--- config.mk ---
export PLATFORM = sky130hd
export DESIGN_NAME = clk_div_ctrl
export DESIGN_NICKNAME = d
export VERILOG_FILES = /design/src/rtl/clk_div_ctrl.sv
export SDC_FILE = /design/constraint.sdc
export NUM_CORES = 1
export LEC_CHECK = 0
export CORE_UTILIZATION = 59
export DETAILED_ROUTE_END_ITERATION = 16
export PLACE_DENSITY = 0.84
export SYNTH_ARGS = -nofsm -noshare
export SYNTH_HDL_FRONTEND = slang
export SYNTH_SLANG_ARGS = --single-unit
--- constraint.sdc ---
create_clock -name clk_in -period 4.05 [get_ports clk_in]
set_clock_uncertainty 0.2 [all_clocks]
set_input_delay 1.0125 -clock clk_in [delete_from_list [all_inputs] [get_ports clk_in]]
set_output_delay 1.0125 -clock clk_in [all_outputs]
set_load 0.03 [all_outputs]
--- src/rtl/clk_div_ctrl.sv ---
// Run-time controller for the programmable clock divider: owns the divide
// ratio, starts/stops the divided clock and applies new ratios only on period boundaries.
module clk_div_ctrl #(
  parameter int unsigned CNT_W       = 8,
  parameter int unsigned DEFAULT_DIV = 5
) (
  input  logic             clk_in,
  input  logic             rst_n,
  input  logic             en,
  input  logic [CNT_W-1:0] cfg_div,
  input  logic             cfg_valid,
  output logic             cfg_ready,
  output logic             cfg_err,
  output logic             clk_out,
  output logic             tick,
  output logic             busy,
  output logic [CNT_W-1:0] div_active
);

  typedef enum logic [1:0] {
    IDLE,
    RUN,
    PEND,
    STOP
  } state_t;

  state_t           state;
  logic [CNT_W-1:0] count;
  logic [CNT_W-1:0] shadow;
  logic             pend;

  logic             xfer;
  logic             legal;
  logic             boundary;
  logic             at_high;
  logic [CNT_W-1:0] last;

  always_comb begin
    cfg_ready = (state == IDLE) || (state == RUN);
    xfer      = cfg_valid && cfg_ready;
    legal     = cfg_div >= CNT_W'(2);
    last      = div_active - CNT_W'(1);
    boundary  = (count == last);
    at_high   = (count >= (div_active >> 1));
  end

  always_ff @(posedge clk_in) begin
    if (!rst_n) begin
      state      <= IDLE;
      count      <= '0;
      shadow     <= '0;
      pend       <= 1'b0;
      clk_out    <= 1'b0;
      tick       <= 1'b0;
      cfg_err    <= 1'b0;
      busy       <= 1'b0;
      div_active <= CNT_W'(DEFAULT_DIV);
    end else begin
      cfg_err <= xfer && !legal;

      // Period generation runs in every non-IDLE state; STOP overrides it at its boundary.
      if (state != IDLE) begin
        clk_out <= at_high;
        tick    <= boundary;
        count   <= boundary ? '0 : count + CNT_W'(1);
      end else begin
        clk_out <= 1'b0;
        tick    <= 1'b0;
      end

      case (state)
        IDLE: begin
          if (xfer && legal) begin
            div_active <= cfg_div;
          end
          if (en) begin
            state <= RUN;
            count <= '0;
            busy  <= 1'b1;
          end
        end

        RUN: begin
          if (xfer && legal) begin
            shadow <= cfg_div;
            pend   <= 1'b1;
            state  <= en ? PEND : STOP;
          end else if (!en) begin
            state <= STOP;
          end
        end

        PEND: begin
          if (boundary) begin
            div_active <= shadow;
            pend       <= 1'b0;
            state      <= en ? RUN : STOP;
          end else if (!en) begin
            state <= STOP;
          end
        end

        STOP: begin
          if (boundary) begin
            if (pend) begin
              div_active <= shadow;
            end
            pend    <= 1'b0;
            clk_out <= 1'b0;
            count   <= '0;
            state   <= IDLE;
            busy    <= 1'b0;
          end
        end

        default: begin
          state <= IDLE;
          busy  <= 1'b0;
        end
      endcase
    end
  end

endmodule

==> flow_summary.yaml <==
pwr:
  leakage_nw: 0.900
  ir_drop_mv: 0.211
  p_per_area_nw_per_um2: 342
  total_power_mw: 0.783
critical_path:
  cp.arrival_ns: 2.23
  rr_startpoint: "div_active[0]$_SDFFE_PN1P_"
  crit_path_start_kind: "flip-flop"
  crit_path_end_kind: "output port"
  startpoint: "state[1]$_SDFFE_PN0P_"
  worst-setup-path-type: "reg2out"
  cp_max_fo: 16
  cp.required_ns: 2.84
clocking:
  cts-root-buf: "clkbuf_4"
  postCtsSetupBuffers: 0
  cts_buffers: 5
  htree_levels: 2
  cts_tree: "done"
  clockBufferDepth: 2
  ctsHoldBuffers: 0
  post_cts_resized: 0
  path_clk_slew_ns: 0.09
  numClockSinks: 31
  clock_latency_ns: 0.33
timing:
  rsz0062_at_grt: "false"
  drv_slew: 0
  slew_headroom_pct: 48.0
  finalHoldViolations: 0
  tightest_slew_ns: 0.777
  clock.fmax_mhz: 291
  period_share_pct: 85.0
  min_period_ns: 3.44
  fin_tns_setup_ns: 0
  timing.final.ws_setup_ns: 0.608
  setup_viol: 0
die:
  die_area_um2: 3570
  start_util_pct: 63.5
  core_area_um2: 3100
  io_pins: 25
  die_height_um: 59.8
  rows: 20
  die_x_um: 59.8
final_layout:
  syn_to_final_growth_pct: 16.3
  fin_cells: 303
  fillers: 272
  n_antenna_cell: 0
  final_common_cell: "dfxtp_1"
  mostFrequentLayoutCells: "31 x dfxtp_1, 26 x nand2_1, 24 x clkdlybuf4s50_1, 18 x nor2_1, 16 x nand3_1"
  drive_above_1_share_pct: 8.11
  nets: 284
  post-route-util_pct: 73.8
detailed_routing:
  drt-total-wl_um: 4420
  ant_nets: 0
  via_per_inst: 5.99
  drtIter0Drc: 157
  num_vias: 1814
  dr.pass1.iters: 4
  drc: 0
  post_drt_wl_per_cell_um: 14.6
synthesis:
  synth_seq_cells: 31
  synth-main-ff-cell: "dfxtp_1"
  syn_nets: 262
  yosysUniqueCellTypes: 47
  yosysSeqAreaShare_pct: 31.5
  syn_inst: 236
  synth-async-reset-ratio_pct: 0
  synth_area_um2: 1970
  synth_edf_count: 0
  syn_area_per_cell_um2: 8.34
  ys_warn_count: 0
worst_hold_path:
  hp-class: "reg2reg"
  hold_start: "pend$_SDFFE_PN0P_"
run:
  max-cap-violations: 0
placed_design:
  hpwl_um: 3280
  place_inst: 295
  post-place-ws_ns: 0.846
  io_buffer_count: 24
  gp_congestion: 0.836
grt:
  grt_max_degree: 22
  grt_pass1_vias: 1526
  grt_pass1_wl_um: 7080
  antenna_found_initial: 0
  grt_usage_pct: 26.9
  grt_overflow_total: 0
run_status:
  outcome: "finished clean"
-- synth_stat cells, types with 2 or more instances --
master	number	area (um^2)
a21boi_0	10	75.1
nand2_1	26	97.6
a21oi_1	5	25.0
nand3_1	16	80.1
nor4_1	2	12.5
mux2i_1	3	30.0
nor2b_1	4	25.0
nand2b_1	4	25.0
and2_1	2	12.5
o2111ai_1	2	17.5
nor2_1	18	67.6
o31ai_1	2	15.0
xor2_1	7	61.3
dfxtp_1	31	621
mux2_2	2	22.5
o21ai_0	8	40.0
a211oi_1	4	30.0
or2_2	2	12.5
nand4_1	4	25.0
clkbuf_1	6	22.5
nor3_1	3	15.0
inv_1	14	52.6
and3_1	8	50.1
nand4b_1	2	17.5
a221o_1	6	60.1
buf_4	3	22.5
xnor2_1	9	78.8
ha_1	14	175
-- area by class of cell --
cell class	instances	area (um^2)	area share, %
Tap cell	44	55.1	2.40
Timing Repair Buffer	25	248	10.8
Multi-Input combinational cell	181	1250	54.4
Clock buffer	8	68.8	3.00
Sequential cell	31	621	27.1
Inverter	14	52.6	2.29
-- metal layers --
metal	global-route usage, %	wire length [um]
met1	36.9	2090
met4	9.30	73
met5	0	0
met3	6.28	239
met2	41.1	2020
-- path summary, 6_finish.rpt --
kind | end | slack (ns) | cells after the start
worst max register to register | count[4]$_SDFF_PN0_ | 1.10 | 9
worst min-delay path | pend$_SDFFE_PN0P_ | 0.27 | 2
worst min register to register | pend$_SDFFE_PN0P_ | 0.27 | 2
worst max-delay path | cfg_ready | 0.61 | 4
-- metrics by stage --
step | hold slack [ns] | cell area, um^2
global placement | 0.253 | 2220
floorplan | 0.236 | 1970
detailed placement | 0.260 | 2220
finish | 0.273 | 2290
global route | 0.306 | 2290
CTS | 0.276 | 2290
-- kinds of logic after synthesis --
logic type | share of synthesized area (%)
fa+ha+maj | 8.89
xor+xnor | 7.94
flops | 31.5
compound gates | 18.6
simple gates | 25.2
buf+inv | 5.21
mux | 2.67
-- power by group --
group	leakage, nW	internal, mW	switching, mW
clock network	0.0386	0.102	0.103
logic	0.608	0.0964	0.129
registers	0.253	0.326	0.0269
total	0.900	0.524	0.259
-- registers in the layout (all words and copies together) (netlist names) --
signal,cells
busy,1
shadow,8
div_active,8
tick,1
count,8
clk_out,1
cfg_err,1
state,2
pend,1
-- critical path, cell delays in order (launching register included) --
cell and delay [ns]:
dfxtp_1 0.36, inv_1 0.14, ha_1 0.50, or2_2 0.22, clkdlybuf4s50_1 0.67
Note: power is estimated with default switching activity, not from simulation.
